--- src/rtl/ram_stream_reader.sv ---
// Read-side sequencer for the single-port sample RAM: walks a wrapping address
// window and streams each word out over a valid/ready handshake.
module ram_stream_reader #(
  parameter int BIT_WIDTH = 16,
  parameter int N         = 9
) (
  input  logic                 clk,
  input  logic                 reset_n,
  input  logic                 start,
  input  logic [N-1:0]         base_addr,
  input  logic [N:0]           length,
  input  logic                 loop,
  input  logic                 abort,
  output logic [N-1:0]         ram_add,
  input  logic [BIT_WIDTH-1:0] ram_dout,
  output logic [BIT_WIDTH-1:0] sample,
  output logic                 sample_valid,
  input  logic                 sample_ready,
  output logic                 sample_last,
  output logic                 busy,
  output logic                 done
);

  typedef enum logic [1:0] {
    ST_IDLE,
    ST_STREAM,
    ST_DRAIN,
    ST_FIN
  } state_t;

  localparam logic [N:0] DEPTH = {1'b1, {N{1'b0}}};

  state_t               r_state;
  logic [N-1:0]         r_ptr;
  logic [N-1:0]         r_base;
  logic [N:0]           r_len;
  logic [N:0]           r_count;
  logic                 r_loop;
  logic [BIT_WIDTH-1:0] r_sample;
  logic                 r_valid;
  logic                 r_last;
  logic                 r_busy;
  logic                 r_done;

  logic [N:0]           w_len_sat;
  logic                 w_load;
  logic                 w_last_word;
  logic [N-1:0]         w_ptr_next;

  // NOTE: every always_comb output gets a default first, so no path can leave
  // it unassigned and infer a latch.
  always_comb begin
    w_len_sat = length;
    if (length > DEPTH) w_len_sat = DEPTH;
  end

  // The output register can take a new word when empty or being drained now.
  assign w_load      = !r_valid || sample_ready;
  assign w_last_word = (r_count == r_len - 1'b1);
  assign w_ptr_next  = r_ptr + 1'b1;

  // NOTE: sequential state uses non-blocking assignments only, so every
  // register samples the pre-edge values regardless of statement order.
  always_ff @(posedge clk or negedge reset_n) begin
    if (!reset_n) begin
      r_state  <= ST_IDLE;
      r_ptr    <= '0;
      r_base   <= '0;
      r_len    <= '0;
      r_count  <= '0;
      r_loop   <= 1'b0;
      r_sample <= '0;
      r_valid  <= 1'b0;
      r_last   <= 1'b0;
      r_busy   <= 1'b0;
      r_done   <= 1'b0;
    end else if (abort) begin
      // Abort outranks start and the handshake; the held word is discarded.
      r_state <= ST_IDLE;
      r_valid <= 1'b0;
      r_last  <= 1'b0;
      r_busy  <= 1'b0;
      r_done  <= 1'b0;
    end else begin
      unique case (r_state)
        ST_IDLE: begin
          if (start && (length != '0)) begin
            r_base  <= base_addr;
            r_len   <= w_len_sat;
            r_loop  <= loop;
            r_ptr   <= base_addr;
            r_count <= '0;
            r_busy  <= 1'b1;
            r_state <= ST_STREAM;
          end
        end

        ST_STREAM: begin
          if (w_load) begin
            r_sample <= ram_dout;
            r_valid  <= 1'b1;
            r_last   <= w_last_word;
            if (w_last_word && r_loop) begin
              // Restart the window on the same edge so looping has no bubble.
              r_ptr   <= r_base;
              r_count <= '0;
            end else begin
              r_ptr   <= w_ptr_next;
              r_count <= r_count + 1'b1;
              if (w_last_word) r_state <= ST_DRAIN;
            end
          end
        end

        ST_DRAIN: begin
          if (r_valid && sample_ready) begin
            r_valid <= 1'b0;
            r_last  <= 1'b0;
            r_done  <= 1'b1;
            r_state <= ST_FIN;
          end
        end

        ST_FIN: begin
          r_done  <= 1'b0;
          r_busy  <= 1'b0;
          r_state <= ST_IDLE;
        end

        default: begin
          r_valid <= 1'b0;
          r_last  <= 1'b0;
          r_done  <= 1'b0;
          r_busy  <= 1'b0;
          r_state <= ST_IDLE;
        end
      endcase
    end
  end

  assign ram_add      = r_ptr;
  assign sample       = r_sample;
  assign sample_valid = r_valid;
  assign sample_last  = r_last;
  assign busy         = r_busy;
  assign done         = r_done;

endmodule

--- config.mk ---
export PLATFORM = sky130hd
export DESIGN_NAME = ram_stream_reader
export DESIGN_NICKNAME = d
export VERILOG_FILES = /design/src/rtl/ram_stream_reader.sv
export SDC_FILE = /design/constraint.sdc
export NUM_CORES = 1
export LEC_CHECK = 0
export ABC_CLOCK_PERIOD_IN_PS = 3200
export CAP_MARGIN = 20
export CELL_PAD_IN_SITES_DETAIL_PLACEMENT = 0
export CELL_PAD_IN_SITES_GLOBAL_PLACEMENT = 1
export CORE_ASPECT_RATIO = 0.8
export CORE_UTILIZATION = 40
export DETAILED_ROUTE_END_ITERATION = 10
export PLACE_DENSITY_LB_ADDON = 0.15
export SETUP_SLACK_MARGIN = 0.3
export SYNTH_ARGS = -nofsm -noshare
export SYNTH_HDL_FRONTEND = slang
export SYNTH_SLANG_ARGS = --single-unit
--- constraint.sdc ---
create_clock -name clk -period 3.2 [get_ports clk]
set_clock_uncertainty 0.15 [all_clocks]
set_input_delay 0.48 -clock clk [delete_from_list [all_inputs] [get_ports clk]]
set_output_delay 0.48 -clock clk [all_outputs]
set_load 0.02 [all_outputs]
* After elaboration in Yosys (flattened, before gate mapping)
Cells that the tools add are included.
** Word-level totals
- Word-level logic and storage cells :: 74
- Input bits :: 41
- Register bits after elaboration :: 61
- Output and inout port bits :: 29
** Cells by class
- $add $sub $neg :: 3
- Magnitude comparators :: 1
- Reduce and logical (&&, ||, !) cells :: 18
- Multiplexer cells :: 29
- Bitwise gates (word level) :: 1
- Equal/unequal tests :: 11
** Operators by type and width (number)
- two-way mux 10 bit :: 4
- two-way mux 9 bit :: 3
- case mux 10 bit (2 select lines) :: 1
- case mux 9 bit (2 select lines) :: 1
- != test 3 bit, second input constant :: 5
- two-way mux 2 bit :: 6
- adder 10 x 1 -> 10 bit, second input constant :: 1
- equality test 10 bit :: 1
- > comparator 10 bit, second input constant :: 1
- nonzero test 10 bit :: 1
- subtractor 10 x 1 -> 10 bit, second input constant :: 1
- adder 9 x 1 -> 9 bit, second input constant :: 1
- two-way mux 1 bit :: 9
- AND reduction 3 bit :: 3
- nonzero test 3 bit :: 3
- case mux 1 bit (2 select lines) :: 4
- case mux 2 bit (4 select lines) :: 1
- AND reduction 5 bit :: 1
- equality test 2 bit, second input constant :: 2
- != test 2 bit, second input constant :: 2
- AND reduction 2 bit :: 2
- AND reduction 4 bit :: 1
- logical AND 1 bit :: 3
- equality test 2 x 1 -> 1 bit, second input constant :: 1
- 5 further kinds :: 5

* Depth between registers and ports, before layout
Gate-level depths: netlist of the first run.
- Word-level depth :: 7
- Depth in mapped cells :: 12
- Gate-level depth less buffers :: 9

* Worst setup path after synthesis of the first run
OpenSTA, ideal clock, no wires.
- Kind :: flip-flop to flip-flop
- From :: register r_len[0]
- To :: register r_ptr[0], in the netlist ram_add[0]
- Data arrival time :: 2.363 ns
- Path buffers :: 2
- Period minus slack after synthesis :: 2.637 ns
- Library setup time :: 0.124 ns
- Setup slack :: 0.563 ns
- Data required time :: 2.926 ns
- Stages on the path, launching flop included :: 12
- Cell sequence :: dfrtp_1 > buf_6 > inv_1 > ha_1 > or3_1 > nor3_2 > o21ai_1 > a2111oi_2 > nand3_4 > buf_6 > nor4b_4 > nor3_2
** On the way
- Word-level cells in the longest chain between the ends :: 6
** RTL lines
- start, declared :: RTL line 36 : logic [N:0] r_len;
- start signal, assigned :: RTL line 89 : r_len <= w_len_sat;
- subtractor 10 x 1 -> 10 bit :: RTL line 59 : assign w_last_word = (r_count == r_len - 1'b1);
- equality test 10 bit :: RTL line 59
- logical AND 1 bit :: RTL line 103 : if (w_last_word && r_loop) begin
- two-way mux 9 bit :: RTL line 103
- two-way mux 9 bit :: RTL line 99 : if (w_load) begin
- case mux 9 bit (2 select lines) :: RTL line 85 : unique case (r_state)
- end signal, assigned :: RTL line 91 : r_ptr <= base_addr;
- end signal, assigned :: RTL line 105 : r_ptr <= r_base;
- end signal, assigned :: RTL line 108 : r_ptr <= w_ptr_next;
- end, declared :: RTL line 34 : logic [N-1:0] r_ptr;
No other way between the ends. The select of a mux whose other input is x is not followed.
A chain may end at the register's enable or synchronous reset.

* Worst setup path after layout of the first run
- From :: register r_len[1]
- To :: register r_ptr[1], in the netlist ram_add[1]
The elaborated chain is that of the path after synthesis.

==> impl_metrics.ini, run 1 <==
[run_status]
outcome = finished clean

[grt]
grt_pass1_vias = 2740
antenna_found_initial = 0
grt_max_degree = 27
grt_pass1_wl_microns = 13600
grt_use_total_pct = 19.2
grt_overflow = 0

[power_and_ir_drop]
finalPower_uw = 4280
vdd_drop_max_uv = 437
leakage_uw = 0.00192
power.density_nw_per_um2 = 932

[critical_path]
crit_type = register to register
crit_path_end_kind = register
cp.required_ns = 3.29
critPathMaxFanout = 15
arrival_ns = 2.83
reg2reg_slack_ns = 0.47
startpoint_type = register

[final_layout]
fin_cells = 538
syn_to_final_growth_pct = 32.5
n_antenna_cell = 0
final_nets = 474
drive_gt1_share_pct = 15.8
finalCoreUtilization_pct = 56.3
fillers = 756

[timing]
slew_violations = 0
hold_violations = 0
rsz0062_at_grt = false
period_needed_ns = 2.73
finalSetupViolations = 0
finalSetupTns_ns = 0
clock.fmax_mhz = 366
worstMarginPinSlew_ns = 0.910
relSlewSlack_pct = 38.9
fin_crit_sh_pct = 85.4

[synthesis]
yosysTopAreaCell = dfrtp_1
synth_area_leaders = dfrtp_1 (44%), mux2_2 (9.1%), o21ai_0 (4.2%)
synth_top_area_share_pct = 44.0
postSynthNetCount = 397
synth_edf_count = 0
yosysMostFrequentCell = dfrtp_1
synthesis.area_sq_um = 3470
ys_top_cells_by_count = dfrtp_1 (61), nand2_1 (35), o21ai_0 (29)
yosysSeqAreaShare_pct = 44.0
async_reset_ff_share_pct = 100
yosysWarnings = 0
synth_cell_type_count = 46
ys.flop_type = dfrtp_1
syn_inst = 348
synth_area_per_cell_sq_um = 9.97
synth-seq-cells = 61

[floorplanning]
die_h_microns = 85.3
die_x_microns = 106
dieArea_sq_um = 9060
start_util_pct = 42.5
placeableCoreArea_sq_um = 8160
rows = 29
io_pins = 70

[cts]
clock_latency_ns = 0.34
cts-root-buf = clkbuf_8
cts_sinks = 61
cts_buffer_depth = 2
numCtsBuffers = 9
clk_pin_slew_ns = 0.07
htreeDepth = 3
cts_tree = done

[drt]
drt.antenna.violating_nets = 0
routedWlPerCell_microns = 15.2
vias = 2862
drt_wl_total_microns = 8160
drt_iter0_drc = 115
drtPass1Iterations = 5
vias_per_cell = 5.32
route.detailed.drc = 0

[place]
place.gp.congestion = 0.776
hpwl_microns = 5900
portBuffers = 69
dp.cells = 518

[hold_path]
hold_path.class = register to register

[job]
max_cap_viol_count = 0
-- final timing paths --
check / from / endpoint / cells after the start
worst max register to register: r_len[1] / ram_add[1] / 10
worst max-delay path: r_len[1] / ram_add[1] / 10
worst min register to register: sample_last / sample_last / 2
max in group asynchronous: reset_n / r_len[0] / 3
min in group asynchronous: reset_n / r_base[3] / 2
worst min-delay path: sample_last / sample_last / 2
-- area by class of cell --
type	count	area (sq um)	area share (%)
timing repair buffer	84	813	17.7
clock buffer	12	145	3.16
multi-input combinational	256	1830	39.9
tap	108	135	2.94
clock inverter	4	95.1	2.07
sequential	61	1530	33.2
inverter	13	48.8	1.06
-- logic make-up after synthesis --
kind of cell | Yosys count | share of synthesized area (%)
and+or+nand+nor | 117 | 19.4
AOI/OAI and AO/OA | 73 | 12.7
muxes | 40 | 12.5
xor gates and xnor gates | 18 | 4.54
adders and majority gates | 8 | 2.88
buffers and inverters | 31 | 3.89
DFF | 61 | 44.0
-- report_power, final --
| group | total [uW] | internal, uW | switching, uW |
|---|---|---|---|
| clock | 841 | 538 | 302 |
| sequential | 1470 | 1100 | 371 |
| combinational | 1970 | 975 | 997 |
-- through the flow --
| stage | hold slack (ns) | area, sq um | setup WS [ns] |
|---|---|---|---|
| 4_1_cts | 0.343 | 4580 | 0.379 |
| 2_1_floorplan | 0.0344 | 3470 | 0.563 |
| 5_1_grt | 0.375 | 4600 | 0.303 |
| 3_5_place_dp | 0.323 | 4290 | 0.133 |
| 3_3_place_gp | 0.317 | 4290 | 0.229 |
| 6_report | 0.342 | 4600 | 0.468 |
-- state kept, by name (all words and copies together), names as in the netlist --
signal and flops:
busy 1, r_base 9, done 1, sample 16, sample_last 1, sample_valid 1, r_count 10, r_loop 1
r_state 2, r_len 10, ram_add 9
-- repair_timing --
item                                   in CTS  in global routing
gates cloned                                0                  0
hold buffers                                1                  0
endpoints found under the hold margin      20                  0
gates resized for setup                     1                  3
setup endpoints to repair                   8                 19
pin swaps                                   1                  0
setup buffers                               3                  0
-- layout by cell type (no fill, tap or decap), types with 2 or more instances in the layout --
master / instances
xnor2_1: 9
o211ai_1: 5
xor2_1: 9
and3_1: 3
a211oi_1: 2
mux2_2: 28
nor3_2: 2
or3_1: 6
mux2i_1: 12
nand2_1: 35
nor3_1: 7
nor2_1: 11
a21oi_1: 14
inv_1: 13
clkbuf_1: 2
clkdlybuf4s50_1: 68
buf_4: 13
bufinv_16: 3
nor4_1: 2
o21ai_0: 29
o22ai_1: 3
nor3b_1: 9
a31oi_1: 7
nor2b_1: 5
clkbuf_8: 10
nand3_1: 13
o21ai_1: 3
nand4b_1: 4
nand4_1: 2
ha_1: 8
dfrtp_1: 60
nand2b_1: 10
-- critical path, stage by stage, from the launching register on --
cell and delay, ns:
dfrtp_1 0.46, inv_1 0.07, ha_1 0.19, or3_1 0.41, nor3_2 0.12, o21ai_1 0.10
a2111oi_2 0.50, nand3_4 0.16, buf_12 0.19, mux2i_1 0.12, o21ai_0 0.19
-- metal layers --
layer / global-route usage (%) / share of wire (%) / routed length, microns / vias up
met4: 6.31 / 1.1 / 87 / 0
met1: 26.4 / 50 / 4100 / 1398
li1: - / - / - / 1397
met3: 4.92 / 4.3 / 348 / 8
met2: 29.4 / 44 / 3620 / 59
met5: 0 / 0 / 0 / -
Power figures use the tool's default switching activity.
==> inputs of run 2 (changes only) <==
CAP_MARGIN = 40   (was 20)
SLEW_MARGIN = 40   (was unset)
==> impl_metrics.ini, run 2 (synthesis gave the netlist of run 1 again) <==
[run_status]
outcome = finished clean

[critical_path]
reg2regPathDepth = 10
critPathMaxFanout = 15
reg2reg_slack_ns = 0.47
max_stage_delay_ns = 0.49
crit_slowest_cell = a2111oi_2
path_delay_family = compound AO/OA/AOI/OAI gates
crit_path_end_kind = register
timing.critical_path.buf_inv = 2
path_depth = 10
arrival_ns = 2.82
cp.required_ns = 3.29
startpoint_type = register
crit_type = register to register
cp_cell_sequence = inv_1 > ha_1 > or3_1 > nor3_2 > o21ai_1 > a2111oi_2 > nand3_4 > buf_12 > mux2i_1 > o21ai_0

[final_layout]
n_antenna_cell = 0
largest_reg_flops = 16
finalCoreUtilization_pct = 56.3
fillers = 755
drive_gt1_share_pct = 15.8
layout_common_cells = clkdlybuf4s50_1 (68), dfrtp_1 (60), nand2_1 (35), o21ai_0 (29), mux2_2 (28)
fin_cells = 538
final_common_cell = clkdlybuf4s50_1
final_nets = 474
syn_to_final_growth_pct = 32.5

[cts]
cts_sinks = 61
clock_latency_ns = 0.34
clk_pin_slew_ns = 0.07
cts_buffer_depth = 2
cts_tree = done
numCtsBuffers = 9
htreeDepth = 3
cts-root-buf = clkbuf_8

[place]
hpwl_microns = 5900
portBuffers = 69
dp.cells = 518
place.gp.congestion = 0.776

[grt]
grt_use_total_pct = 19.2
grt_pass1_vias = 2740
antenna_found_initial = 0
grt_max_degree = 27
grt_pass1_wl_microns = 13600
grt_overflow = 0

[timing]
fin_crit_sh_pct = 85.3
slew_violations = 0
holdWs_ns = 0.344
period_needed_ns = 2.73
finalSetupViolations = 0
hold_violations = 0
clock.fmax_mhz = 366
rsz0062_at_grt = false
worstMarginPinSlew_ns = 0.525
finalSetupTns_ns = 0
relSlewSlack_pct = 64.8

[drt]
drt_wl_total_microns = 8110
routedWlPerCell_microns = 15.1
drtPass1Iterations = 4
vias_per_cell = 5.31
drt_iter0_drc = 113
vias = 2857
route.detailed.drc = 0
drt.antenna.violating_nets = 0

[power_and_ir_drop]
leakage_uw = 0.00192
finalPower_uw = 4280
vdd_drop_max_uv = 442
power.density_nw_per_um2 = 931

[hold_path]
hold_path.class = register to register
hold_path_depth = 2

[floorplanning]
die_h_microns = 85.3
placeableCoreArea_sq_um = 8160
io_pins = 70
start_util_pct = 42.5
die_x_microns = 106
dieArea_sq_um = 9060
rows = 29

[job]
max_cap_viol_count = 0
## run 2: cell counts in the layout (fill, tap and decap cells not counted)
No cell type changed its count.
## run 2: what timing repair did
item	in CTS	in global routing
hold buffers	1	0
buffers inserted	3	0
pin swaps	1	0
resized for setup	1	2
endpoints found under the setup margin	8	19
endpoints found under the hold margin	20	0
## run 2: cell type report
type	count	area (sq um)	share of cell area (%)
Clock inverter	4	95.1	2.07
Multi-Input combinational cell	256	1830	39.9
Tap cell	108	135	2.94
Timing Repair Buffer	84	813	17.7
Clock buffer	12	145	3.16
Sequential cell	61	1530	33.2
Inverter	13	48.8	1.06
## run 2: layer usage
metal	vias up	GRT usage (%)	wire (microns)	part of all wire, %
met5	-	0	0	0
met4	0	6.31	102	1.3
met3	9	4.92	403	5.0
met2	57	29.4	3560	44
met1	1395	26.4	4040	50
li1	1396	-	-	-
## run 2: final timing paths
kind                              from           to
max                           r_len[0]   ram_add[1]
min                        sample_last  sample_last
max reg2reg                   r_len[0]   ram_add[1]
min reg2reg                sample_last  sample_last
max in group asynchronous      reset_n     r_len[0]
min in group asynchronous      reset_n    r_base[3]
## run 2: where the power goes
group	switching, uW	leakage (uW)	internal (uW)	total (uW)
clock network	303	0.000121	538	841
registers	371	0.000762	1100	1470
logic	996	0.00104	971	1970
## run 2: worst reg2reg max path, stage by stage, from the launching register on
cell       delay [ns]
dfrtp_2          0.44
inv_1            0.06
ha_1             0.20
or3_1            0.41
nor3_2           0.12
o21ai_1          0.10
a2111oi_2        0.49
nand3_4          0.16
buf_12           0.19
mux2i_1          0.12
o21ai_0          0.19
## run 2: stage by stage
stage / setup WS (ns) / instance area, sq um
after floorplan: 0.563 / 3470
after global placement: 0.229 / 4290
after detailed placement: 0.133 / 4290
after CTS: 0.379 / 4580
after global routing: 0.302 / 4600
final: 0.471 / 4600
